## src/rtl/sys_pkg.sv

```systemverilog
// -----------------------------------------------------------------------------
// sys_pkg
// Shared definitions for the systolic-array front end (sys_skew and friends).
//   sys_skew_state_t : control states of the skew transmitter
//   cnt_width()      : counter width helper, never narrower than one bit
// -----------------------------------------------------------------------------
package sys_pkg;

  typedef enum logic [1:0] {
    IDLE  = 2'd0,  // waiting for the first vector of a frame
    FILL  = 2'd1,  // accepting vectors 1 .. ImageSize-1
    FLUSH = 2'd2   // draining the trailing zero triangle
  } sys_skew_state_t;

  // Bits needed to hold values 0 .. max_count-1; a one-value counter still
  // gets a single bit so that the register is never zero-width.
  function automatic int cnt_width(input int max_count);
    return (max_count <= 1) ? 1 : $clog2(max_count);
  endfunction

endpackage

```

## src/rtl/sys_skew_lane_delay.sv

```systemverilog
// -----------------------------------------------------------------------------
// lane_delay
// Enabled shift register used as the per-lane delay line of sys_skew.
// A lane with Depth stages presents, after each enabled shift, the value that
// was shifted in Depth shifts earlier.
//
// Parameters:
//   BitSize : operand width
//   Depth   : number of stages (>= 1)
// Ports:
//   clk   : clock, rising edge
//   res   : asynchronous active-high reset, clears every stage
//   en_i  : shift enable; stages hold when low
//   clr_i : synchronous clear; combined with en_i the new operand is still
//           captured into stage 0 while every older stage is zeroed
//   d_i   : operand shifted into stage 0
//   q_o   : oldest stage
// -----------------------------------------------------------------------------
module lane_delay #(
  parameter int BitSize = 4,
  parameter int Depth   = 1
) (
  input  logic               clk,
  input  logic               res,
  input  logic               en_i,
  input  logic               clr_i,
  input  logic [BitSize-1:0] d_i,
  output logic [BitSize-1:0] q_o
);

  logic [Depth-1:0][BitSize-1:0] stage_q;
  logic [Depth-1:0][BitSize-1:0] stage_d;

  always_comb begin
    // NOTE: default assignment first so every path writes stage_d (no latch).
    stage_d = stage_q;
    if (en_i) begin
      stage_d[0] = d_i;
      for (int i = 1; i < Depth; i++) begin
        stage_d[i] = clr_i ? '0 : stage_q[i-1];
      end
    end else if (clr_i) begin
      stage_d = '0;
    end
  end

  // NOTE: the delay stages are reset because a discarded frame must not leak
  // operands into the next one; this is state, not a scratch memory.
  always_ff @(posedge clk or posedge res) begin
    if (res) begin
      stage_q <= '0;
    end else begin
      // NOTE: non-blocking so all stages update from the pre-edge values.
      stage_q <= stage_d;
    end
  end

  assign q_o = stage_q[Depth-1];

endmodule

```

## src/rtl/sys_skew.sv

```systemverilog
// -----------------------------------------------------------------------------
// sys_skew
// Front-end transmitter for the systolic summation array. Accepts one
// lane-aligned vector of NumOfNerves operands per cycle, ImageSize vectors per
// frame, and re-emits each frame diagonally skewed: lane k is delayed k
// slices, with zeros filling the leading and trailing triangles. A frame
// occupies ImageSize+NumOfNerves-1 output slices when not stalled.
//
// Optional feature macro: SYS_SKEW_ERR_EN
//   defined   : adds the sticky 'err' output (bad in_start usage)
//   undefined : no 'err' port; bad in_start usage is handled silently
//
// Parameters:
//   BitSize     : operand width
//   NumOfNerves : lane count (>= 1)
//   ImageSize   : vectors per frame (>= 1)
// Ports:
//   clk       : clock, rising edge
//   res       : asynchronous active-high reset
//   in_valid  : input vector present
//   in_start  : first vector of a frame
//   in_data   : aligned vector, lane 0 at index 0
//   in_ready  : vector accepted this cycle when in_valid is high
//   out_valid : skewed slice valid
//   out_start : first slice of a frame
//   out_data  : skewed slice, zero whenever out_valid is low
//   err       : sticky protocol-error flag (SYS_SKEW_ERR_EN only)
// -----------------------------------------------------------------------------
module sys_skew
  import sys_pkg::*;
#(
  parameter int BitSize     = 4,
  parameter int NumOfNerves = 2,
  parameter int ImageSize   = 3
) (
  input  logic                                clk,
  input  logic                                res,
  input  logic                                in_valid,
  input  logic                                in_start,
  input  logic [NumOfNerves-1:0][BitSize-1:0] in_data,
  output logic                                in_ready,
  output logic                                out_valid,
  output logic                                out_start,
  output logic [NumOfNerves-1:0][BitSize-1:0] out_data
`ifdef SYS_SKEW_ERR_EN
  ,
  output logic                                err
`endif
);

  localparam int VecW   = cnt_width(ImageSize + 1);
  localparam int FlushW = cnt_width(NumOfNerves);

  localparam logic [VecW-1:0]   LastVec   = VecW'(ImageSize - 1);
  localparam logic [FlushW-1:0] LastFlush = FlushW'(NumOfNerves - 2);

  // A single-lane array has no trailing triangle, so the frame ends with its
  // last accepted vector and FLUSH is skipped entirely.
  localparam bit SingleVec  = (ImageSize == 1);
  localparam bit SingleLane = (NumOfNerves == 1);

  sys_skew_state_t state_q, state_d;
  logic [VecW-1:0]   vec_cnt_q, vec_cnt_d;
  logic [FlushW-1:0] flush_cnt_q, flush_cnt_d;

  logic                                out_valid_q, out_start_q;
  logic [NumOfNerves-1:0][BitSize-1:0] out_data_q, out_data_d;

  logic shift_en;     // advance every lane by one slice this cycle
  logic frame_start;  // accepted vector 0 of a new frame
  logic flushing;     // shifting zeros in the trailing triangle

  // ---------------------------------------------------------------------------
  // Control: next state, counters, handshake
  // ---------------------------------------------------------------------------
  always_comb begin
    state_d     = state_q;
    vec_cnt_d   = vec_cnt_q;
    flush_cnt_d = flush_cnt_q;
    in_ready    = 1'b1;
    shift_en    = 1'b0;
    frame_start = 1'b0;
    flushing    = 1'b0;

    unique case (state_q)
      IDLE: begin
        // A vector without in_start outside a frame is dropped unshifted.
        if (in_valid && in_start) begin
          shift_en    = 1'b1;
          frame_start = 1'b1;
          vec_cnt_d   = VecW'(1);
          if (SingleVec) begin
            state_d     = SingleLane ? IDLE : FLUSH;
            vec_cnt_d   = '0;
            flush_cnt_d = '0;
          end else begin
            state_d = FILL;
          end
        end
      end

      FILL: begin
        // in_start here is ordinary data; a missing in_valid is a stall.
        if (in_valid) begin
          shift_en  = 1'b1;
          vec_cnt_d = vec_cnt_q + VecW'(1);
          if (vec_cnt_q == LastVec) begin
            state_d     = SingleLane ? IDLE : FLUSH;
            vec_cnt_d   = '0;
            flush_cnt_d = '0;
          end
        end
      end

      FLUSH: begin
        in_ready    = 1'b0;
        shift_en    = 1'b1;
        flushing    = 1'b1;
        flush_cnt_d = flush_cnt_q + FlushW'(1);
        if (flush_cnt_q == LastFlush) begin
          state_d     = IDLE;
          flush_cnt_d = '0;
        end
      end

      default: begin
        state_d = IDLE;
      end
    endcase
  end

  // ---------------------------------------------------------------------------
  // Lanes: lane 0 feeds the output register directly, lane k goes through a
  // k-deep delay line. The first slice of a frame carries only lane 0.
  // ---------------------------------------------------------------------------
  for (genvar k = 0; k < NumOfNerves; k++) begin : g_lane
    if (k == 0) begin : g_pass
      assign out_data_d[0] = (shift_en && !flushing) ? in_data[0] : '0;
    end else begin : g_delay
      logic [BitSize-1:0] din;
      logic [BitSize-1:0] tap;

      assign din = flushing ? '0 : in_data[k];

      lane_delay #(
        .BitSize (BitSize),
        .Depth   (k)
      ) u_delay (
        .clk   (clk),
        .res   (res),
        .en_i  (shift_en),
        .clr_i (frame_start),
        .d_i   (din),
        .q_o   (tap)
      );

      assign out_data_d[k] = (shift_en && !frame_start) ? tap : '0;
    end
  end

  // ---------------------------------------------------------------------------
  // State and output registers
  // ---------------------------------------------------------------------------
  always_ff @(posedge clk or posedge res) begin
    if (res) begin
      state_q     <= IDLE;
      vec_cnt_q   <= '0;
      flush_cnt_q <= '0;
      out_valid_q <= 1'b0;
      out_start_q <= 1'b0;
      out_data_q  <= '0;
    end else begin
      state_q     <= state_d;
      vec_cnt_q   <= vec_cnt_d;
      flush_cnt_q <= flush_cnt_d;
      out_valid_q <= shift_en;
      out_start_q <= frame_start;
      out_data_q  <= out_data_d;
    end
  end

  assign out_valid = out_valid_q;
  assign out_start = out_start_q;
  assign out_data  = out_data_q;

`ifdef SYS_SKEW_ERR_EN
  // Sticky: a stray vector outside a frame, or a start marker inside one.
  logic err_q;
  logic err_d;

  assign err_d = err_q
               | ((state_q == IDLE) & in_valid & ~in_start)
               | ((state_q == FILL) & in_valid &  in_start);

  always_ff @(posedge clk or posedge res) begin
    if (res) begin
      err_q <= 1'b0;
    end else begin
      err_q <= err_d;
    end
  end

  assign err = err_q;
`endif

endmodule

```

## config.mk

```make
export PLATFORM = sky130hd
export DESIGN_NAME = sys_skew
export DESIGN_NICKNAME = d
export VERILOG_FILES = /design/src/rtl/sys_pkg.sv /design/src/rtl/sys_skew_lane_delay.sv /design/src/rtl/sys_skew.sv
export SDC_FILE = /design/constraint.sdc
export NUM_CORES = 1
export LEC_CHECK = 0
export BUFFER_PORTS_ARGS = -buffer_cell sky130_fd_sc_hd__buf_2
export CAP_MARGIN = 20
export CORE_AREA = 8 8 51 53
export DETAILED_ROUTE_END_ITERATION = 7
export DIE_AREA = 0 0 59 61
export GPL_TIMING_DRIVEN = 0
export PLACE_DENSITY_LB_ADDON = 0.1
export SETUP_SLACK_MARGIN = 0.2
export SLEW_MARGIN = 20
export SYNTH_ARGS = -nofsm -noshare
export SYNTH_HDL_FRONTEND = slang
export SYNTH_SLANG_ARGS = --single-unit
```

## constraint.sdc

```tcl
create_clock -name clk -period 2.8 [get_ports clk]
set_input_delay 0.42 -clock clk [delete_from_list [all_inputs] [get_ports clk]]
set_output_delay 0.42 -clock clk [all_outputs]
set_load 0.1 [all_outputs]
```

After elaboration in Yosys (flattened, before gate mapping)
Index checks and enable logic that the tools add are counted.
Storage, ports and cells
  register bits after elaboration: 19
  bits in latches: 0
  bits in writable memories: 0
  ROM bits: 0
  memories: 0
Cells by class
  add/subtract/negate cells: 2
  multipliers: 0
  div/mod/pow operators: 0
  order comparisons: 0
  eq/ne operators: 7
  shift operators: 0
  multiplexer cells: 23
  bitwise operators: 0
  reduce and logical (&&, ||, !) cells: 12
Operators by type and width (count)
  2-to-1 mux 4 bit: 5
  2-to-1 mux 2 bit: 6
  2-to-1 mux 1 bit: 8
  inequality test 2 bit (second input constant): 4
  case mux 2 bit (3 select lines): 1
  AND reduction 3 bit: 2
  nonzero test 2 bit: 3
  == test 2 bit (second input constant): 2
  case mux 2 bit (2 select lines): 1
  AND reduction 4 bit: 1
  logical AND 1 bit: 3
  case mux 1 bit (3 select lines): 1
  adder 2 x 1 -> 2 bit (second input constant): 1
  == test 2 x 1 -> 1 bit (second input constant): 1
  zero test 1 bit: 2
  zero test 2 bit: 1
  case mux 1 bit (2 select lines): 1
  adder 1 bit (second input constant): 1

Logic depth before layout (Yosys ltp)
Gate-level depths: netlist of the first run.
  depth in word-level cells: 6
  mapped depth: 4
  depth with buffers taken out: 3

Modules after synthesis
Synthesis of the first run repeated with hierarchy kept, for this count alone.
Unflattened totals
  cell total of the unflattened synthesis: 58
  area, all modules: 700.7 um2
Modules (own cells, without submodules)
  sys_skew: instances 1, cells each 42, area an instance 539.3 um2, seq. area each 350.3 um2
  lane_delay: instances 1, cells each 16, area an instance 161.4 um2, seq. area each 100.1 um2

Worst setup path before layout of the first run
OpenSTA, ideal clock, no wires.
  kind: register -> register
  from: register state_q[0]
  to: register out_data_q, in the netlist out_data[4]
  setup time: 0.119 ns
  data arrival time: 1.616 ns
  required time: 2.681 ns
  slack: 1.065 ns
  cell stages (with the launch flop): 5
  cells stage by stage: dfrtp_1 -> buf_6 -> nand2b_1 -> nand2_1 -> and2_1
RTL lines
  start, declared: line sys_skew.sv:62  | sys_skew_state_t state_q, state_d;
  start signal, assigned: line sys_skew.sv:173  | state_q <= state_d;
  end signal, assigned: line sys_skew.sv:178  | out_data_q <= out_data_d;
  end, declared: line sys_skew.sv:67  | logic [NumOfNerves-1:0][BitSize-1:0] out_data_q, out_data_d;

Final worst setup path of the first run
  from: register state_q[0]
  to: output in_ready
On the way
  cells in the longest elaborated chain, start to end: 2
RTL lines
  == test 2 bit: line sys_skew.sv:85  | unique case (state_q)
  2-to-1 mux 1 bit: line sys_skew.sv:85
  end, declared: line sys_skew.sv:41  | output logic in_ready,
No other way between the ends.

==> results of run 1 <==
[placed cells by master (no fill, tap or decap)]
cell type / synthesis / layout
buf_2: 0 / 22
a21oi_1: 1 / 1
clkbuf_1: 1 / 1
nand2b_1: 2 / 2
inv_1: 1 / 1
o21ai_4: 1 / 1
nor2_1: 1 / 1
nand3b_1: 1 / 1
and2_1: 8 / 8
dfrtp_1: 18 / 18
o22a_1: 1 / 1
mux2i_1: 4 / 4
nand3_1: 4 / 4
o21ai_0: 3 / 3
nor2_2: 1 / 1
nor3b_1: 1 / 1
nand2_1: 1 / 1
nor3_1: 1 / 1
o21ai_1: 4 / 4
and4b_1: 1 / 1
buf_6: 1 / 1
nor4bb_1: 1 / 1
clkbuf_4: 0 / 3
[logic make-up (layout without fill, tap and decap cells)]
logic type	count (synthesis)	after routing
buffers and inverters	3	28
flip-flops	18	18
AO/OA/AOI/OAI	10	10
AND/OR/NAND/NOR	22	22
multiplexers	4	4
[power by group through the flow]
stage          clock [W]  combinational [W]  sequential (W)
2_1_floorplan          0           0.000136        0.000600
4_1_cts         0.000125           0.000429        0.000381
3_3_place_gp           0           0.000425        0.000384
6_report        0.000119           0.000424        0.000381
5_1_grt         0.000136           0.000452        0.000393
3_5_place_dp           0           0.000429        0.000386
[through the flow]
step	total power [W]	utilization	hold slack [ns]
floorplan	0.000736	-	0.359
global placement	0.000809	0.464	0.493
detailed placement	0.000816	0.464	0.502
CTS	0.000935	0.476	0.235
global route	0.000981	0.476	0.282
finish	0.000924	0.476	0.211
[worst max-delay path by stage]
stage | depth (start not counted) | endpoint | slack (ns)
floorplan | 4 | out_data[4]$_DFF_PP0_ | 1.06
global placement | 3 | in_ready | 1.33
detailed placement | 3 | in_ready | 1.32
CTS | 3 | in_ready | 1.0
global route | 3 | in_ready | 0.94
finish | 3 | in_ready | 1.02
[sequential cells by signal (all words and copies together) (netlist names)]
signal                      count
state_q                         2
out_valid                       1
out_data                        8
vec_cnt_q                       2
g_lane.g_delay.u_delay.q_o      4
out_start                       1
[Yosys cell counts, drive strengths merged]
master  count
nor3b       1
nor3        1
nand2b      2
nor4bb      1
mux2i       4
inv         1
dfrtp      18
nand2       1
a21oi       1
and2        8
nand3b      1
o21ai       8
nor2        2
nand3       4
buf         1
and4b       1
clkbuf      1
o22a        1
[critical path: stages, from the launching register on]
cell and delay (ns):
dfrtp_1 0.35, buf_6 0.14, nand2b_1 0.15, buf_2 0.44
[layout make-up]
class	count	area (um2)	area share
Multi-Input combinational cell	36	241	0.275
Inverter	1	3.75	0.00428
Sequential cell	18	450	0.514
Tap cell	27	33.8	0.0385
Buffer	2	15.0	0.0171
Timing Repair Buffer	22	110	0.126
Clock buffer	3	22.5	0.0257
[routing by layer]
metal	vias up	track usage	part of all wire
met5	-	0	0
met1	231	0.100	0.44
li1	250	-	-
met2	15	0.131	0.47
met4	0	0.0512	0.0090
met3	2	0.0381	0.084
==> results.toml, run 1 <==
[outcome]
status = "complete, no violations"

[cells_and_area]
stdcell_area_um2 = 877
areaGrowthSynthToFinish_pct = 23.4
nNetsFinal = 96
diodes = 0
instances_no_fill = 109
nFillCells = 196
drive_gt1_frac = 0.341

[grt]
grt_pass1_vias = 498
antenna_found_initial = 0
grt.overflow.total = 0
grt.total_usage = 0.0869
grt_start_max_net_pins = 19
grt_pass1_wl_um = 2340

[cts]
post_cts_buffers = 0
cts_root_buf = "clkbuf_4"
post_cts_resized = 0
numCtsBuffers = 3
clkTransAtPathRegs_ns = 0.10
cts_tree = "built"
cts_buffer_depth = 2
htree_levels = 1
clock_latency_ns = 0.28
cts_sinks = 18
ctsHoldBuffers = 0

[floorplanning]
io_pins = 23
start_util = 0.386
rows = 16
die_area_mm2 = 0.00360
die_w_um = 59
core-area_mm2 = 0.00184
die_h_um = 61

[logic_synthesis]
syn_area_um2 = 711
yosysTopAreaCellShare = 0.634
syn-num-nets = 69
ys_types = 21
synthTopCellsByArea = "dfrtp_1, and2_1, mux2i_1"
syn_avg_cell_area_um2 = 12.5
synth_compound_area_frac = 0.0915
synth_seq_cells = 18
synthCells = 57
synth.yosys.seq_area_share = 0.634
synth_fa_ha_area_frac = 0
ys_warn_count = 0
synth_mux_area_frac = 0.0563
synth_simple_gate_area_frac = 0.192
synth_xor_area_frac = 0
synth_top_area_cell = "dfrtp_1"
synth_top_family_by_area = "simple AND/OR/NAND/NOR gates"

[sta]
clock.fmax_mhz = 562
fin_ws_ns = 1.02
slew-limit-headroom = 0.566
fin_crit_ns = 1.78
fin_crit_sh = 0.636
fin_setup_tns_ns = 0
finalSetupViolations = 0
clock_skew_ns = 0.00731
rsz0062_at_grt = "no"
tightest_slew_ns = 0.650
slew_viol_final = 0
hold_viol = 0

[pwr]
powerDensity_mw_per_mm2 = 1050
peakVddDrop_v = 0.000432
p_leak_nw = 0.443
intPower_w = 0.000485
power.switching_w = 0.000439
p_comb_frac = 0.458
p_seq_frac = 0.413
clock_power_share = 0.129
swShare = 0.475

[routing]
vias = 498
drc = 0
drtAntennaViolNets = 0
dr.pass1.iters = 4
vias_per_cell = 4.57
drt-total-wl_um = 1330
wl_per_cell_um = 12.2
drt_iter0_drc = 10

[hold_path]
hold_path.class = "input port to asynchronous set/reset pin"

[place]
place_ws_ns = 1.32
placed_area_um2 = 855
globalplace.congestion = 0.784
port_buffers = 22
place_hpwl_um = 1030
placed_cells = 106

[critical_path]
startpoint = "state_q[0]$_DFFE_PP0P_"
crit_path_start_kind = "flop"
worst_setup_path_end_kind = "output port"
timing.rr.start = "state_q[0]$_DFFE_PP0P_"
required_ns = 2.38
r2r_slack_ns = 1.59
ff2ff_path_depth = 4
crit_fanout = 10
crit_type = "flop to output port"
r2r-end = "g_lane[1].g_delay.u_delay.q_o[3]$_DFFE_PP0P_"
arrival_ns = 1.36

[run]
cap_violations = 0
Note: power is estimated with default switching activity, not from simulation.
==> inputs of run 2 (changes only) <==
==> constraint.sdc (replaced) <==
create_clock -name clk -period 1.84 [get_ports clk]
set_input_delay 0.276 -clock clk [delete_from_list [all_inputs] [get_ports clk]]
set_output_delay 0.276 -clock clk [all_outputs]
set_load 0.1 [all_outputs]
==> results.toml, run 2 (synthesis results as in run 1) <==
[cts]
numCtsBuffers = 3
cts_sinks = 18
cts_tree = "built"
clkTransAtPathRegs_ns = 0.09
htree_levels = 1
post_cts_buffers = 0
clock_latency_ns = 0.28
cts_root_buf = "clkbuf_4"
cts_buffer_depth = 2

[pwr]
p_seq_frac = 0.412
p_leak_nw = 0.446
powerDensity_mw_per_mm2 = 1600
p_comb_frac = 0.460
intPower_w = 0.000740
clock_power_share = 0.128
power.switching_w = 0.000673
swShare = 0.476
peakVddDrop_v = 0.000616

[routing]
dr.pass1.iters = 2
drt_iter0_drc = 8
vias = 493
drtAntennaViolNets = 0
drc = 0
wl_per_cell_um = 12.3
drt-total-wl_um = 1350
vias_per_cell = 4.52

[sta]
slew_viol_final = 0
slew-limit-headroom = 0.565
fin_crit_ns = 1.55
fin_ws_ns = 0.288
clock.fmax_mhz = 644
clock_skew_ns = 0.00558
fin_setup_tns_ns = 0
finalSetupViolations = 0
rsz0062_at_grt = "no"
hold_viol = 0
fin_crit_sh = 0.844
tightest_slew_ns = 0.651

[cells_and_area]
layout_commonest_cell = "buf_2"
drive_gt1_frac = 0.354
diodes = 0
nFillCells = 191
layout_common_cells = "buf_2, dfrtp_1, and2_1"
largest_reg_flops = 8
areaGrowthSynthToFinish_pct = 24.1
nNetsFinal = 96

[critical_path]
arrival_ns = 1.28
crit_type = "flop to output port"
crit_path_start_kind = "flop"
worst_setup_path_end_kind = "output port"
required_ns = 1.56
crit_fanout = 10

[grt]
grt_pass1_vias = 490
antenna_found_initial = 0
grt.overflow.total = 0
grt.total_usage = 0.0844
grt_start_max_net_pins = 19
grt_pass1_wl_um = 2220

[floorplanning]
io_pins = 23
core-area_mm2 = 0.00184
die_h_um = 61
start_util = 0.386
die_w_um = 59
rows = 16
die_area_mm2 = 0.00360

[place]
globalplace.congestion = 0.682
place_hpwl_um = 997
place_ws_ns = 0.539
port_buffers = 22

[hold_path]
hold_path.class = "input port to asynchronous set/reset pin"

[run]
cap_violations = 0

[outcome]
status = "complete, no violations"
[run 2: area by class of cell]
cell class	instances	area [um2]	area share
Buffer	2	15.0	0.0170
Timing Repair Buffer	22	113	0.128
Multi-Input combinational cell	36	244	0.277
Sequential cell	18	450	0.511
Clock buffer	3	22.5	0.0255
Inverter	1	3.75	0.00426
Tap cell	27	33.8	0.0383
[run 2: power groups by stage]
stage / clock (W) / combinational [W] / sequential, W
4_1_cts: 0.000192 / 0.000658 / 0.000581
3_3_place_gp: 0 / 0.000648 / 0.000586
5_1_grt: 0.000205 / 0.000689 / 0.000597
3_5_place_dp: 0 / 0.000656 / 0.000589
6_report: 0.000182 / 0.000649 / 0.000582
2_1_floorplan: 0 / 0.000208 / 0.000914
[run 2: critical path: stages, from the launching register on]
cell and delay (ns):
dfrtp_1 0.38, buf_6 0.14, nand2b_2 0.19, clkbuf_4 0.28
[run 2: final timing paths]
check | to | cells after the start | startpoint | slack, ns
worst max register to register | g_lane[1].g_delay.u_delay.q_o[3]$_DFFE_PP0P_ | 4 | state_q[0]$_DFFE_PP0P_ | 0.63
worst min-delay path | state_q[0]$_DFFE_PP0P_ | 2 | res | 0.07
min in group clk | out_data[1]$_DFF_PP0_ | 2 | in_data[1] | 0.19
worst max-delay path | in_ready | 3 | state_q[0]$_DFFE_PP0P_ | 0.29
max in group asynchronous | out_data[0]$_DFF_PP0_ | 2 | res | 1.35
worst min register to register | out_data[5]$_DFF_PP0_ | 1 | g_lane[1].g_delay.u_delay.q_o[1]$_DFFE_PP0P_ | 0.52
[run 2: timing repair]
action	CTS	global route
hold buffers	0	0
resized for setup	0	1
setup endpoints to repair	0	1
[run 2: layer usage]
layer  global-route usage  up-vias  part of all wire
met5                    0        -                 0
met4               0.0819        0             0.020
met3               0.0233        2             0.074
met2                0.129       16              0.47
met1               0.0920      227              0.44
li1                     -      248                 -
[run 2: stage by stage]
stage / instances / util / instance area (um2) / total power (W) / hold slack (ns)
after detailed placement: 106 / 0.465 / 857 / 0.00125 / 0.400
after global placement: 106 / 0.465 / 857 / 0.00123 / 0.402
after floorplan: 57 / - / 713 / 0.00112 / 0.215
final: 109 / 0.479 / 882 / 0.00141 / 0.0681
after CTS: 109 / 0.478 / 880 / 0.00143 / 0.0849
after global routing: 109 / 0.479 / 882 / 0.00149 / 0.116
